$ cat src/rtl/lfsr_share_ctrl.sv
// lfsr_share_ctrl: one 10-bit XNOR LFSR shared by N requesters through a
// round-robin arbiter. A granted draw steps the LFSR STEPS times, then
// delivers the new value with a one-cycle valid pulse.
// Optional macro LFSR_SEED_EN adds seed_load/seed ports for reseeding in IDLE.
module lfsr_share_ctrl #(
  parameter int N     = 4,
  parameter int STEPS = 4
) (
  input  logic         clk,
  input  logic         reset,
`ifdef LFSR_SEED_EN
  input  logic         seed_load,
  input  logic [9:0]   seed,
`endif
  input  logic [N-1:0] req,
  output logic [N-1:0] gnt,
  output logic         valid,
  output logic [9:0]   data,
  output logic         busy
);
  localparam int IW = $clog2(N);
  localparam logic [IW:0] NW = (IW+1)'(N);

  typedef enum logic [1:0] {IDLE, STEP, DELIVER} state_t;

  state_t        state, state_nxt;
  logic [9:0]    q, q_step;
  logic [3:0]    cnt;
  logic [IW-1:0] ptr, gidx, arb_idx;
  logic          arb_hit;
  logic [IW:0]   scan;

  // One XNOR shift; all-ones is a fixed point and unreachable from zero.
  assign q_step = {~(q[3] ^ q[0]), q[9:1]};

  // Round-robin pick: first requester at or after ptr, wrapping at N.
  always_comb begin
    arb_hit = 1'b0;
    arb_idx = '0;
    scan    = '0;
    for (int k = 0; k < N; k++) begin
      scan = {1'b0, ptr} + (IW+1)'(k);
      if (scan >= NW) scan = scan - NW;
      if (!arb_hit && req[scan[IW-1:0]]) begin
        arb_hit = 1'b1;
        arb_idx = scan[IW-1:0];
      end
    end
  end

  // State register.
  always_ff @(posedge clk) begin
    if (reset) state <= IDLE;
    else       state <= state_nxt;
  end

  // Next-state: arbitrate, count down the steps, deliver for one cycle.
  always_comb begin
    state_nxt = state;
    case (state)
      IDLE:    if (arb_hit) state_nxt = STEP;
      STEP:    if (cnt == 4'd0) state_nxt = DELIVER;
      DELIVER: state_nxt = IDLE;
      default: state_nxt = IDLE;
    endcase
  end

  // Datapath and registered outputs; req is only looked at in IDLE.
  always_ff @(posedge clk) begin
    if (reset) begin
      q     <= 10'h000;
      cnt   <= 4'd0;
      ptr   <= '0;
      gidx  <= '0;
      gnt   <= '0;
      valid <= 1'b0;
      data  <= 10'h000;
      busy  <= 1'b0;
    end else begin
      valid <= 1'b0;
      case (state)
        IDLE: begin
`ifdef LFSR_SEED_EN
          // Never seed into the lock-up state.
          if (seed_load) q <= (seed == 10'h3FF) ? 10'h000 : seed;
`endif
          if (arb_hit) begin
            gnt  <= {{(N-1){1'b0}}, 1'b1} << arb_idx;
            gidx <= arb_idx;
            cnt  <= 4'(STEPS - 1);
            busy <= 1'b1;
          end
        end
        STEP: begin
          q   <= q_step;
          cnt <= cnt - 4'd1;
          // Last step: publish the post-step value together with valid.
          if (cnt == 4'd0) begin
            data  <= q_step;
            valid <= 1'b1;
          end
        end
        DELIVER: begin
          gnt  <= '0;
          busy <= 1'b0;
          ptr  <= (gidx == IW'(N - 1)) ? '0 : gidx + 1'b1;
        end
        default: ;
      endcase
    end
  end

endmodule

$ cat config.mk
export PLATFORM = sky130hd
export DESIGN_NAME = lfsr_share_ctrl
export DESIGN_NICKNAME = d
export VERILOG_FILES = /design/src/rtl/lfsr_share_ctrl.sv
export SDC_FILE = /design/constraint.sdc
export NUM_CORES = 1
export LEC_CHECK = 0
export BUFFER_PORTS_ARGS = -buffer_cell sky130_fd_sc_hd__buf_4
export CAP_MARGIN = 40
export CORE_MARGIN = 2
export CORE_UTILIZATION = 59
export CTS_BUF_LIST = sky130_fd_sc_hd__clkbuf_16
export DETAILED_ROUTE_END_ITERATION = 16
export PLACE_DENSITY = 0.82
export SETUP_SLACK_MARGIN = 0.5
export SLEW_MARGIN = 20
export SYNTH_ARGS = -nofsm -noshare
export SYNTH_HDL_FRONTEND = slang
export SYNTH_SLANG_ARGS = --single-unit
export TNS_END_PERCENT = 30
$ cat constraint.sdc
create_clock -name clk -period 3.5 [get_ports clk]
set_input_delay 0.7 -clock clk [delete_from_list [all_inputs] [get_ports clk]]
set_output_delay 0.7 -clock clk [all_outputs]
set_load 0.01 [all_outputs]
Word-level counts from Yosys, hierarchy flattened
Index checks and enable logic that the tools add are counted.
{"block": "op_classes", "n_lt_le_gt_ge": 8, "n_reduce_logical": 16, "n_mux": 31, "bitwise": 3, "n_addsub": 9, "shift": 1, "n_eq_ne": 5}
{"cell": "$mux 2", "count": 11}
{"cell": "$pmux 4 s2", "count": 2}
{"cell": "$lt 2x3->1 const B", "count": 4}
{"cell": "$mux 1", "count": 10}
{"cell": "$reduce_and 2->1", "count": 5}
{"cell": "$ge 3x3->1 const B", "count": 3}
{"cell": "$bmux 1 s2", "count": 4}
{"cell": "$mux 4", "count": 2}
{"cell": "$sub 2x1->2 const B", "count": 4}
{"cell": "$add 2x2->3 const B", "count": 2}
{"cell": "$eq 2x2->1 const B", "count": 2}
{"cell": "$logic_not 4->1", "count": 1}
{"cell": "$ne 2x2->1 const B", "count": 2}
{"cell": "$pmux 2 s2", "count": 1}
{"cell": "$reduce_bool 2->1", "count": 2}
{"cell": "$shl 1x2->4 const A", "count": 1}
{"cell": "$sub 4x1->4 const B", "count": 1}
{"cell": "$add 2x1->3 const B", "count": 1}
{"cell": "$ge 2x3->1 const B", "count": 1}
{"cell": "$logic_and 1x1->1", "count": 3}
{"cell": "$logic_not 1->1", "count": 3}
{"cell": "$add 2x1->2 const B", "count": 1}
{"cell": "$eq 2x1->1 const B", "count": 1}
{"cell": "$logic_not 2->1", "count": 1}
{"cell": "other kinds (4)", "count": 5}
{"block": "totals", "output_inout_bits": 16, "in_bits": 6, "register_bits": 36, "wordCells": 82}

Logic depth before layout (Yosys ltp)
{"block": "depth", "ltp_word": 17, "depth_mapped": 7, "ltp_nobuf": 5}

Least setup slack after synthesis
No wires, ideal clock.
{"block": "synth_path", "path_kind": "input-to-reg", "startpoint": "in req[0]", "endpoint": "reg gnt[0]", "path_buffers": 0, "path_slack_ns": 1.902, "t_arrival_ns": 1.455, "setup_ns": 0.143, "required_ns": 3.357, "cell_stages": 4, "path_cell_list": "nor4_1 -> nor3_2 -> nand2b_1 -> o32ai_1"}
{"block": "synth_between", "elab_chain_cells": 15, "elab_cells_between_ends": 27, "cone_classes": "1 x eq/ne; 1 x shift; 18 x mux; 7 x reduce/logical"}
{"element": "start, declared", "line": "15", "rtl": "input logic [N-1:0] req,"}
{"element": "$bmux 1 s2", "line": "44", "rtl": "if (!arb_hit && req[scan[IW-1:0]]) begin"}
{"element": "$mux 1 (not written as such)", "line": "44"}
{"element": "$mux 1", "line": "44"}
{"element": "$logic_not 1->1", "line": "44"}
{"element": "$logic_and 1x1->1", "line": "44"}
{"element": "$mux 1", "line": "44"}
{"element": "$logic_not 1->1", "line": "44"}
{"element": "$logic_and 1x1->1", "line": "44"}
{"element": "$mux 1", "line": "44"}
{"element": "$logic_not 1->1", "line": "44"}
{"element": "$logic_and 1x1->1", "line": "44"}
{"element": "$mux 2", "line": "44"}
{"element": "$shl 1x2->4", "line": "88", "rtl": "gnt <= {{(N-1){1'b0}}, 1'b1} << arb_idx;"}
{"element": "$mux 4", "line": "87", "rtl": "if (arb_hit) begin"}
{"element": "$pmux 4 s2", "line": "81", "rtl": "case (state)"}
{"element": "end signal, assigned", "line": "88"}
{"element": "end, declared", "line": "16", "rtl": "output logic [N-1:0] gnt,"}
Several ways; a longest one is shown, not always the timed one. The select of a mux whose other input is x is not followed.
A chain may end at the register's enable or synchronous reset.

Worst setup path after layout
{"block": "layout_path", "startpoint": "in req[0]", "endpoint": "reg gnt[1]"}
Same word-level chain as after synthesis.

==> reports/results.ini <==
[layout]
layout-drive-gt1-share = 0.179
insertedDiodeCount = 0
fin_nets = 187
multi_input_area_um2 = 667
fillers = 166
final_util = 0.765
regArea_um2 = 721
area_growth_pct = 19.7
final_cells = 207

[timing]
slew_headroom = 0.624
finalCriticalPeriod_ps = 1660
tightest_slew_ps = 561
fmax_mhz = 602
tns_ps = 0
rsz0062_at_grt = no
worst_clock_skew_ps = 1.94
finalCritPeriodShare = 0.475
drv_slew = 0
hold_violations = 0
setup_violations = 0

[floorplan]
die_h_um = 53.7
ioPinCount = 22
fp-row-count = 17
initial_core_util = 0.639
die_w_um = 53.7
core_area_um2 = 2280
fp.dieArea_um2 = 2880

[power]
combinationalPowerShare = 0.136
ir_drop_mv = 0.559
power.switching_uw = 239
p_seq_frac = 0.457
finalPower_uw = 989
p_per_area_nw_per_um2 = 568
p_leak_uw = 0.000764
power.share.clock = 0.407
swShare = 0.242
p_int_uw = 750

[detailed_routing]
dr.pass1.iters = 4
wire_per_inst_um = 13.2
vias = 1159
drt-vias-per-instance = 5.60
postRouteAntennaNets = 0
drc = 0
wl_mm = 2.72
dr.first_iter.drc_count = 31

[worst_setup_path]
worst-r2r-setup-slack_ps = 1840
reg2regPathDepth = 4
cp_max_fo = 10
cp_num_buf_inv = 1
cp.depth = 5
crit_path_max_incr_delay_ps = 440
cp.arrival_ps = 1830
criticalPathCategory = in -> reg
r2r-start = state[0]
setup.worst_path.end_class = register
cp_cell_sequence = buf_4, nor4_1, nor3_2, nand2b_1, o32ai_1
crit_required_ps = 3670
cp-endpoint = gnt[1]
critPathTopFamily = simple AND/OR/NAND/NOR gates
r2r-end = data[1]
critical_path.slowest_cell = nor3_2
cp-start-kind = primary input
startpoint = req[0]

[clock_network]
post_cts_buffers = 0
ctsHoldBuffers = 0
clockRootBuffer = clkbuf_16
path_clk_slew_ps = 50
cts_buffers = 5
cts_buffer_depth = 2
post_cts_resized = 0
clock_latency_ps = 270
cts_tree = done
cts.sinks = 36
htreeDepth = 2

[logic_synthesis]
yosysWarnings = 0
ys_types = 27
yosysTopAreaCell = dfxtp_1
synthTopCellsByArea = dfxtp_1 (50%), mux2i_1 (8.3%), a21oi_1 (6.5%)
syn_nets = 168
async_flop_share = 0
synth_top_area_frac = 0.495
syn_area_um2 = 1460
synth_common_cells = dfxtp_1 (36), nand2_1 (21), nor2_1 (20)
synth.most_common_cell = dfxtp_1
synth-edff-count = 0
synth_top_flop_cell = dfxtp_1
syn_inst = 159
ys_ff_latch = 36
seq_area_frac_synth = 0.495
synth_area_per_cell_um2 = 9.15

[grt]
grt_util_all_layers = 0.221
antenna_found_initial = 0
grt_pass1_wl_mm = 4.51
grt-ovfl-total = 0
grt_pass1_vias = 1066
grt_max_degree = 38

[worst_hold_path]
hold_path_depth = 2
min_path_type = reg -> reg

[placement]
gp_congestion = 0.709
port_buffers = 21
place_inst = 199
hpwl_mm = 1.87

[run_status]
outcome = completed

[run]
drv_cap = 0

## power by group through the flow
| stage | Clock (uW) | Combinational, uW | Sequential [uW] |
|---|---|---|---|
| after floorplan | 0 | 98.8 | 460 |
| after detailed placement | 0 | 134 | 460 |
| after CTS | 413 | 135 | 452 |
| after global placement | 0 | 127 | 459 |
| after global routing | 431 | 148 | 454 |
| final | 403 | 134 | 452 |
## layout by cell type (no fill, tap or decap), types with 2 or more instances in the layout
cell type	n
inv_1	4
a21oi_1	19
clkbuf_16	5
nand2b_1	5
mux2i_1	12
clkinv_2	2
dfxtp_1	36
nor2_1	20
nor3_1	4
nor4_1	2
nand2_1	21
buf_4	22
nand3b_1	4
xnor2_1	2
ha_1	3
o32ai_1	4
o22ai_1	2
## routing by layer
metal  global-route usage  share of wire
met5                    0              0
met4                0.120          0.017
met3               0.0556          0.052
met2                0.376           0.51
met1                0.252           0.42
## layout make-up
class / count / area share
multi-input cells: 109 / 0.383
flip-flops and latches: 36 / 0.414
inverters: 4 / 0.00862
well taps: 28 / 0.0201
repair buffers: 22 / 0.0948
clock buffers: 5 / 0.0718
clock inverters: 3 / 0.00790
## cell families (layout without fill, tap and decap cells)
logic type | Yosys count | after routing | synth area share
DFF | 36 | 36 | 0.495
xor gates and xnor gates | 2 | 2 | 0.0120
muxes | 12 | 12 | 0.0825
AOI/OAI and AO/OA | 30 | 30 | 0.127
buffers and inverters | 14 | 34 | 0.0464
and+or+nand+nor | 62 | 62 | 0.211
adders and majority gates | 3 | 3 | 0.0258
## sequential cells by signal (all words and copies together), names as in the netlist
register,cells
q,10
cnt,4
data,10
gnt,4
ptr,2
gidx,2
valid,1
busy,1
state,2
## how the worst min path moves through the flow
| stage | startpoint | to | slack [ps] |
|---|---|---|---|
| 5_1_grt | q[9] | q[8] | 490 |
| 2_1_floorplan | q[1] | q[0] | 440 |
| 4_1_cts | q[6] | q[6] | 470 |
| 3_3_place_gp | q[1] | q[0] | 450 |
| 3_5_place_dp | q[6] | q[6] | 470 |
| 6_report | q[6] | q[6] | 470 |
## per-stage QoR
step                      setup WS, ps  hold slack [ps]  cell area (um^2)
after CTS                         1830              473              1740
after global routing              1680              494              1740
after floorplan                   1900              444              1460
after detailed placement          1580              465              1600
after global placement            1680              453              1600
final                             1840              471              1740
## worst register-to-register path: cells and delay by family, from the launching register on
kind,cells,cell delay [ps]
DFF,1,430
muxes,1,210
and+or+nand+nor,3,890
Note: power is estimated with default switching activity, not from simulation.
